## config.mk

```make
export PLATFORM = sky130hd
export DESIGN_NAME = uart_tx_stream_flat
export DESIGN_NICKNAME = d
export VERILOG_FILES = /design/src/rtl/uart_tx_stream_if.sv /design/src/rtl/uart_tx_stream.sv /design/src/flat_wrapper.sv
export SDC_FILE = /design/constraint.sdc
export NUM_CORES = 1
export LEC_CHECK = 0
export ABC_AREA = 1
export BUFFER_PORTS_ARGS = -buffer_cell sky130_fd_sc_hd__buf_2
export CAP_MARGIN = 20
export CORE_UTILIZATION = 50
export CTS_CLUSTER_SIZE = 8
export DETAILED_ROUTE_END_ITERATION = 8
export GPL_TIMING_DRIVEN = 0
export HOLD_SLACK_MARGIN = 0.05
export PLACE_DENSITY = 0.75
export SLEW_MARGIN = 5
export SYNTH_ARGS = -nofsm -noshare
export SYNTH_HDL_FRONTEND = slang
export SYNTH_SLANG_ARGS = --single-unit
export TNS_END_PERCENT = 20
```

## constraint.sdc

```tcl
create_clock -name clock -period 3.4 [get_ports clock]
set_input_delay 0.85 -clock clock [delete_from_list [all_inputs] [get_ports clock]]
set_output_delay 0.85 -clock clock [all_outputs]
set_load 0.02 [all_outputs]
```

## src/rtl/uart_tx_stream_if.sv

```systemverilog
// uart_tx_stream_if: valid/ready word stream feeding uart_tx_stream
interface uart_tx_stream_if #(parameter int DATA_BITS = 8);
    logic [DATA_BITS-1:0] in_data;
    logic                 in_valid;
    logic                 in_ready;
    modport master (output in_data, output in_valid, input in_ready);
    modport slave  (input in_data, input in_valid, output in_ready);
endinterface

```

## src/rtl/uart_tx_stream.sv

```systemverilog
// uart_tx_stream: FIFO-buffered UART transmitter with running CRC-8 and on-demand CRC trailer frame.
// Define UART_TX_PARITY_EN to add the parity_odd input and a parity bit after the data bits.
module uart_tx_stream #(
    parameter int CLKS_PER_BIT = 434,
    parameter int DATA_BITS    = 8,
    parameter int STOP_BITS    = 1,
    parameter int FIFO_DEPTH   = 16
) (
    input  logic                        clock,
    input  logic                        reset,
    uart_tx_stream_if.slave             stream,
    input  logic                        hold,
    input  logic                        send_crc,
    input  logic                        clear_crc,
`ifdef UART_TX_PARITY_EN
    input  logic                        parity_odd,
`endif
    output logic                        data_out,
    output logic                        busy,
    output logic [7:0]                  crc8,
    output logic [$clog2(FIFO_DEPTH):0] fifo_count
);
    localparam int AW = $clog2(FIFO_DEPTH);
    localparam int CW = (CLKS_PER_BIT > 1) ? $clog2(CLKS_PER_BIT) : 1;

`ifdef UART_TX_PARITY_EN
    typedef enum logic [2:0] {IDLE, START, DATA, PARITY, STOP} state_t;
    logic r_par;
`else
    typedef enum logic [1:0] {IDLE, START, DATA, STOP} state_t;
`endif

    state_t               r_state, w_next;
    logic [DATA_BITS-1:0] r_mem [FIFO_DEPTH];
    logic [AW-1:0]        r_wp, r_rp;
    logic [AW:0]          r_cnt;
    logic [DATA_BITS-1:0] r_word, w_word;
    logic [CW-1:0]        r_clk;
    logic [3:0]           r_bit;
    logic [7:0]           r_crc, r_hold;
    logic                 r_pend;
    logic                 w_tick, w_push, w_pop, w_launch, w_crc_launch;

    function automatic logic [7:0] crc_next(input logic [7:0] c, input logic [7:0] d);
        logic [7:0] r;
        r = c ^ d;
        for (int i = 0; i < 8; i++) r = r[7] ? ({r[6:0], 1'b0} ^ 8'h07) : {r[6:0], 1'b0};
        return r;
    endfunction

    assign stream.in_ready = (r_cnt != (AW+1)'(FIFO_DEPTH)) && !r_pend;
    assign w_push       = stream.in_valid && stream.in_ready;
    assign w_launch     = (r_state == IDLE) && !hold && ((r_cnt != '0) || r_pend);
    assign w_pop        = w_launch && (r_cnt != '0);
    assign w_crc_launch = w_launch && (r_cnt == '0);
    assign w_word       = w_pop ? r_mem[r_rp] : DATA_BITS'(r_hold);
    assign w_tick       = r_clk == CW'(CLKS_PER_BIT - 1);
    assign busy         = (r_state != IDLE) || (r_cnt != '0) || r_pend;
    assign crc8         = r_crc;
    assign fifo_count   = r_cnt;

    always_ff @(posedge clock) begin
        if (w_push) r_mem[r_wp] <= stream.in_data;
    end

    always_ff @(posedge clock) begin
        if (reset) begin
            r_state <= IDLE;
            r_wp    <= '0;
            r_rp    <= '0;
            r_cnt   <= '0;
            r_crc   <= '0;
            r_hold  <= '0;
            r_pend  <= 1'b0;
            r_clk   <= '0;
            r_bit   <= '0;
            r_word  <= '0;
`ifdef UART_TX_PARITY_EN
            r_par   <= 1'b0;
`endif
        end else begin
            r_state <= w_next;
            r_wp    <= r_wp + AW'(w_push);
            r_rp    <= r_rp + AW'(w_pop);
            r_cnt   <= r_cnt + (AW+1)'(w_push) - (AW+1)'(w_pop);
            // starting the trailer frame restarts the CRC; no word can be accepted that cycle
            r_crc   <= w_crc_launch ? 8'h00 :
                       w_push ? crc_next(clear_crc ? 8'h00 : r_crc, stream.in_data[7:0]) :
                       clear_crc ? 8'h00 : r_crc;
            r_pend  <= w_crc_launch ? 1'b0 : (send_crc ? 1'b1 : r_pend);
            r_hold  <= (send_crc && !r_pend) ? r_crc : r_hold;
            r_clk   <= (r_state == IDLE || w_tick) ? '0 : r_clk + CW'(1);
            r_bit   <= (w_next != r_state) ? '0 : r_bit + 4'(w_tick);
            r_word  <= w_launch ? w_word : (r_state == DATA && w_tick) ? r_word >> 1 : r_word;
`ifdef UART_TX_PARITY_EN
            if (w_launch) r_par <= ^w_word ^ parity_odd;
`endif
        end
    end

    always_comb begin
        w_next = r_state;
        case (r_state)
            IDLE:   w_next = w_launch ? START : IDLE;
            START:  w_next = w_tick ? DATA : START;
`ifdef UART_TX_PARITY_EN
            DATA:   w_next = (w_tick && r_bit == 4'(DATA_BITS - 1)) ? PARITY : DATA;
            PARITY: w_next = w_tick ? STOP : PARITY;
`else
            DATA:   w_next = (w_tick && r_bit == 4'(DATA_BITS - 1)) ? STOP : DATA;
`endif
            STOP:   w_next = (w_tick && r_bit == 4'(STOP_BITS - 1)) ? IDLE : STOP;
            default: w_next = IDLE;
        endcase
    end

    always_comb begin
        data_out = 1'b1;
        case (r_state)
            START:  data_out = 1'b0;
            DATA:   data_out = r_word[0];
`ifdef UART_TX_PARITY_EN
            PARITY: data_out = r_par;
`endif
            default: data_out = 1'b1;
        endcase
    end
endmodule
```

## src/flat_wrapper.sv

```systemverilog
// flat-port wrapper written by rule: the top's interface ports become plain ports
module uart_tx_stream_flat 
#(
    parameter int CLKS_PER_BIT = 434,
    parameter int DATA_BITS    = 8,
    parameter int STOP_BITS    = 1,
    parameter int FIFO_DEPTH   = 16
)
  (clock, reset, hold, send_crc, clear_crc, data_out, busy, crc8, fifo_count, stream_in_data, stream_in_valid, stream_in_ready);
  uart_tx_stream_if #(.DATA_BITS(DATA_BITS)) stream_i ();
  input  logic clock;
  input  logic reset;
  input  logic hold;
  input  logic send_crc;
  input  logic clear_crc;
  output logic data_out;
  output logic busy;
  output logic [7:0] crc8;
  output logic [$clog2(FIFO_DEPTH):0] fifo_count;
  input wire logic [$bits(stream_i.in_data)-1:0] stream_in_data;
  input wire logic [$bits(stream_i.in_valid)-1:0] stream_in_valid;
  output wire logic [$bits(stream_i.in_ready)-1:0] stream_in_ready;
  assign stream_i.in_data = stream_in_data;
  assign stream_i.in_valid = stream_in_valid;
  assign stream_in_ready = stream_i.in_ready;
  uart_tx_stream #(.CLKS_PER_BIT(CLKS_PER_BIT), .DATA_BITS(DATA_BITS), .STOP_BITS(STOP_BITS), .FIFO_DEPTH(FIFO_DEPTH)) u_core (.clock(clock), .reset(reset), .stream(stream_i), .hold(hold), .send_crc(send_crc), .clear_crc(clear_crc), .data_out(data_out), .busy(busy), .crc8(crc8), .fifo_count(fifo_count));
endmodule
```

==> run metrics <==
outcome completed; startpoint types flop; mux cell area share after synthesis 0%; TritonCTS clock tree done; fmax between 300 and 400 MHz; GRT overflow 0; routability-driven placement congestion ratio 0.918; Post-Synth Simple-Gate Area between 20% and 30%; CTS Hold Bufs 0; largest net degree at the start of global routing 21; M2 GR Usage 36.9%; number of port buffers 29; row count between 40 and 50; Core ar. around 16000 um^2; main combinational cell family by area after synthesis simple AND/OR/NAND/NOR gates; Die Area between 15000 and 20000 um^2; drt first pass iters 5; Final Max Slew Viols 0; critical path required time 3720 ps; register bit total from synthesis about 180; Mean Syn Cell Area 9.35 um^2; non-filler cells, final 1155; Worst Skew ~8.2 ps; Via density 5.37; met3 usage 4.22%; final hold vios 0; pwr/cell area 633 nW/um^2; smallest setup slack after layout slightly above 600 ps; Boundary Pins 30; ANT nets after route 0; Reg2Reg Depth 15; Worst-Skew Late Latency 440 ps; unrepaired setup endpoints after global routing false; H-tree levels 4; total track usage 23.6%; Warnings, synthesis 0; Remaining DRCs 0; net count after synthesis about 910; grt met1 use 31.3%; Area growth syn-to-layout 11.6%; Avg WL per Cell 16.3 um; starting density of the core 51.6%; Max Buffers Root-to-Sink 2; clk sink count approximately 180; Ant. Diodes 0; initial antenna violation count 0; fraction of layout cells with a size suffix above 1 a little under an eighth; largest fanout on the critical path 10; final worst path period need about 2800 ps; First DRT Iteration DRCs 594; reg-to-reg setup timing slack 600 ps; vias in the first global route about 5.7k; Clock transition at path regs 60 ps; Compound-Gate Fraction of Synth Area slightly below 7%; GR peak layer met2; CTS-repair resized insts 0; Layout Nets 955; # setup viols final 0; Sum Neg Setup Slack 0 ps; # Post-CTS Setup Buffers 0; Final period util 82.3%; pre-CTS setup slack 435 ps; Setup crit end kind flop; Worst Max-Slew Pin Slew around 900 ps; Max Cap Violations 0; clk root buf clkbuf_16; number of unique standard cell types used by synthesis 36; Synth Instances about 900; hpwl dp between 10000 and 15000 um; P_leak 3.66 nW; hold path depth 2; Post-Synth XOR/XNOR Area 1.26%; register area share after synthesis 59.7%; Tot Pwr 5.81 mW; worst setup path class flop to flop; Worst EP arrival about 3100 ps; die extent in y about 130 um; Rel. slew slack about 40%; Num CTS Buffers 17; Post-Syn Area 8220 um^2; Detailed Route WL 18800 um; Vias 6203; Die Wd 130 um; first-pass GRT wire length 29300 um; Min-Delay Path Class flop to flop; adder-cell area share of the yosys netlist 2.22%; DP Cell Count between 1k and 1.5k; maximum VDD drop 0.000315 V
-- final timing paths --
path	to	start
setup / recovery	u_core.fifo_count[4]	u_core.fifo_count[2]
setup reg to reg	u_core.fifo_count[4]	u_core.fifo_count[2]
hold reg to reg	u_core.r_hold[7]	u_core.r_hold[7]
hold / removal	u_core.r_hold[7]	u_core.r_hold[7]
-- report_power, final --
group / internal (mW) / leakage [nW] / switching (mW)
combinational: 0.466 / 1.81 / 0.962
clock: 0.995 / 0.255 / 0.816
sequential: 2.49 / 1.59 / 0.0828
-- routing by layer --
metal / part of all wire, % / up-vias
met3: 7.0 / 55
met4: 4.3 / 0
met5: 0 / -
met1: 43 / 2889
li1: - / 3021
met2: 46 / 238
-- cell usage in the layout, fill, tap and decap left out, types with 2 or more instances in the layout --
cell,synthesis,final
clkinv_4,0,2
buf_4,9,9
o21ai_0,46,46
buf_2,9,38
xor2_1,3,3
a21oi_1,45,45
nor3_1,3,3
nor2_4,5,5
nand2_4,4,4
nand3_1,93,93
clkinvlp_4,0,3
clkinv_1,2,6
dfxtp_1,53,53
o21ai_1,2,2
edfxtp_1,128,128
xnor2_1,7,7
clkbuf_1,4,4
o211ai_1,11,11
inv_6,0,2
inv_2,9,9
a31oi_1,2,2
nand2_2,3,3
clkinv_2,0,2
nand4_1,4,4
buf_6,6,6
nand3_2,2,2
ha_1,13,13
inv_1,76,76
clkbuf_16,0,17
nand2_1,233,233
nor3b_1,2,2
nor2_1,96,96
-- Yosys cell counts --
| master | number | share of area (%) |
|---|---|---|
| nand2_1 | 233 | 11 |
| buf_6 | 6 | 0.82 |
| buf_2 | 9 | 0.55 |
| o21ai_1 | 2 | 0.12 |
| nand2_2 | 3 | 0.23 |
| clkinv_1 | 2 | 0.091 |
| o21ai_0 | 46 | 2.8 |
| nor3b_1 | 2 | 0.18 |
| nand3_1 | 93 | 5.7 |
| nor2_1 | 96 | 4.4 |
| xnor2_1 | 7 | 0.75 |
| fa_1 | 1 | 0.24 |
| nor2_4 | 5 | 0.68 |
| buf_1 | 1 | 0.046 |
| buf_4 | 9 | 0.82 |
| nor4b_1 | 1 | 0.11 |
| edfxtp_1 | 128 | 47 |
| o211ai_1 | 11 | 1.0 |
| nand2_4 | 4 | 0.55 |
| nand3_2 | 2 | 0.24 |
| a31oi_1 | 2 | 0.15 |
| nor4_1 | 1 | 0.076 |
| xor2_1 | 3 | 0.32 |
| clkbuf_1 | 4 | 0.18 |
| nor3_1 | 3 | 0.18 |
| a21oi_1 | 45 | 2.7 |
| and3_1 | 1 | 0.076 |
| ha_1 | 13 | 2.0 |
| dfxtp_1 | 53 | 13 |
| xor2_2 | 1 | 0.20 |
| inv_2 | 9 | 0.41 |
| and2_1 | 1 | 0.076 |
| nand4_1 | 4 | 0.30 |
| nor2_2 | 1 | 0.076 |
| inv_1 | 76 | 3.5 |
| nor3b_2 | 1 | 0.15 |
-- cells by family after synthesis --
| family | after synthesis |
|---|---|
| compound gates | 106 |
| xor+xnor | 11 |
| fa+ha+maj | 14 |
| buf+inv | 116 |
| flops | 181 |
| simple gates | 451 |
-- critical path: stages (launching register included) --
cell	delay, ps
dfxtp_1	320
inv_1	90
ha_1	190
nand3_2	100
nor2_4	130
inv_1	50
nand2_1	170
inv_2	150
ha_1	300
inv_1	40
ha_1	210
fa_1	410
a21oi_1	180
o21ai_0	120
o21ai_0	160
a21oi_1	60
-- state kept, by name (all words and copies together) (netlist names) --
register / flops
u_core.crc8: 8
u_core.fifo_count: 5
u_core.r_bit: 4
u_core.r_clk: 9
u_core.r_hold: 8
u_core.r_mem: 128
u_core.r_pend: 1
u_core.r_rp: 4
u_core.r_state: 2
u_core.r_word: 8
u_core.r_wp: 4
-- cell type report --
type	instances	area, um^2
Sequential cell	181	4900
Multi-Input combinational cell	582	2790
Tap cell	216	270
Fill cell	1399	6770
Clock inverter	14	113
Clock buffer	17	425
Buffer	29	199
Timing Repair Buffer	29	145
Inverter	87	327
-- through the flow --
step	utilization (%)	hold slack, ps	cell area (um^2)
3_3_place_gp	54.2	442	8630
6_report	57.5	467	9170
3_5_place_dp	54.2	457	8630
2_1_floorplan	-	430	8220
5_1_grt	57.5	478	9170
4_1_cts	57.5	465	9170
(Power assumes the default switching activity.)
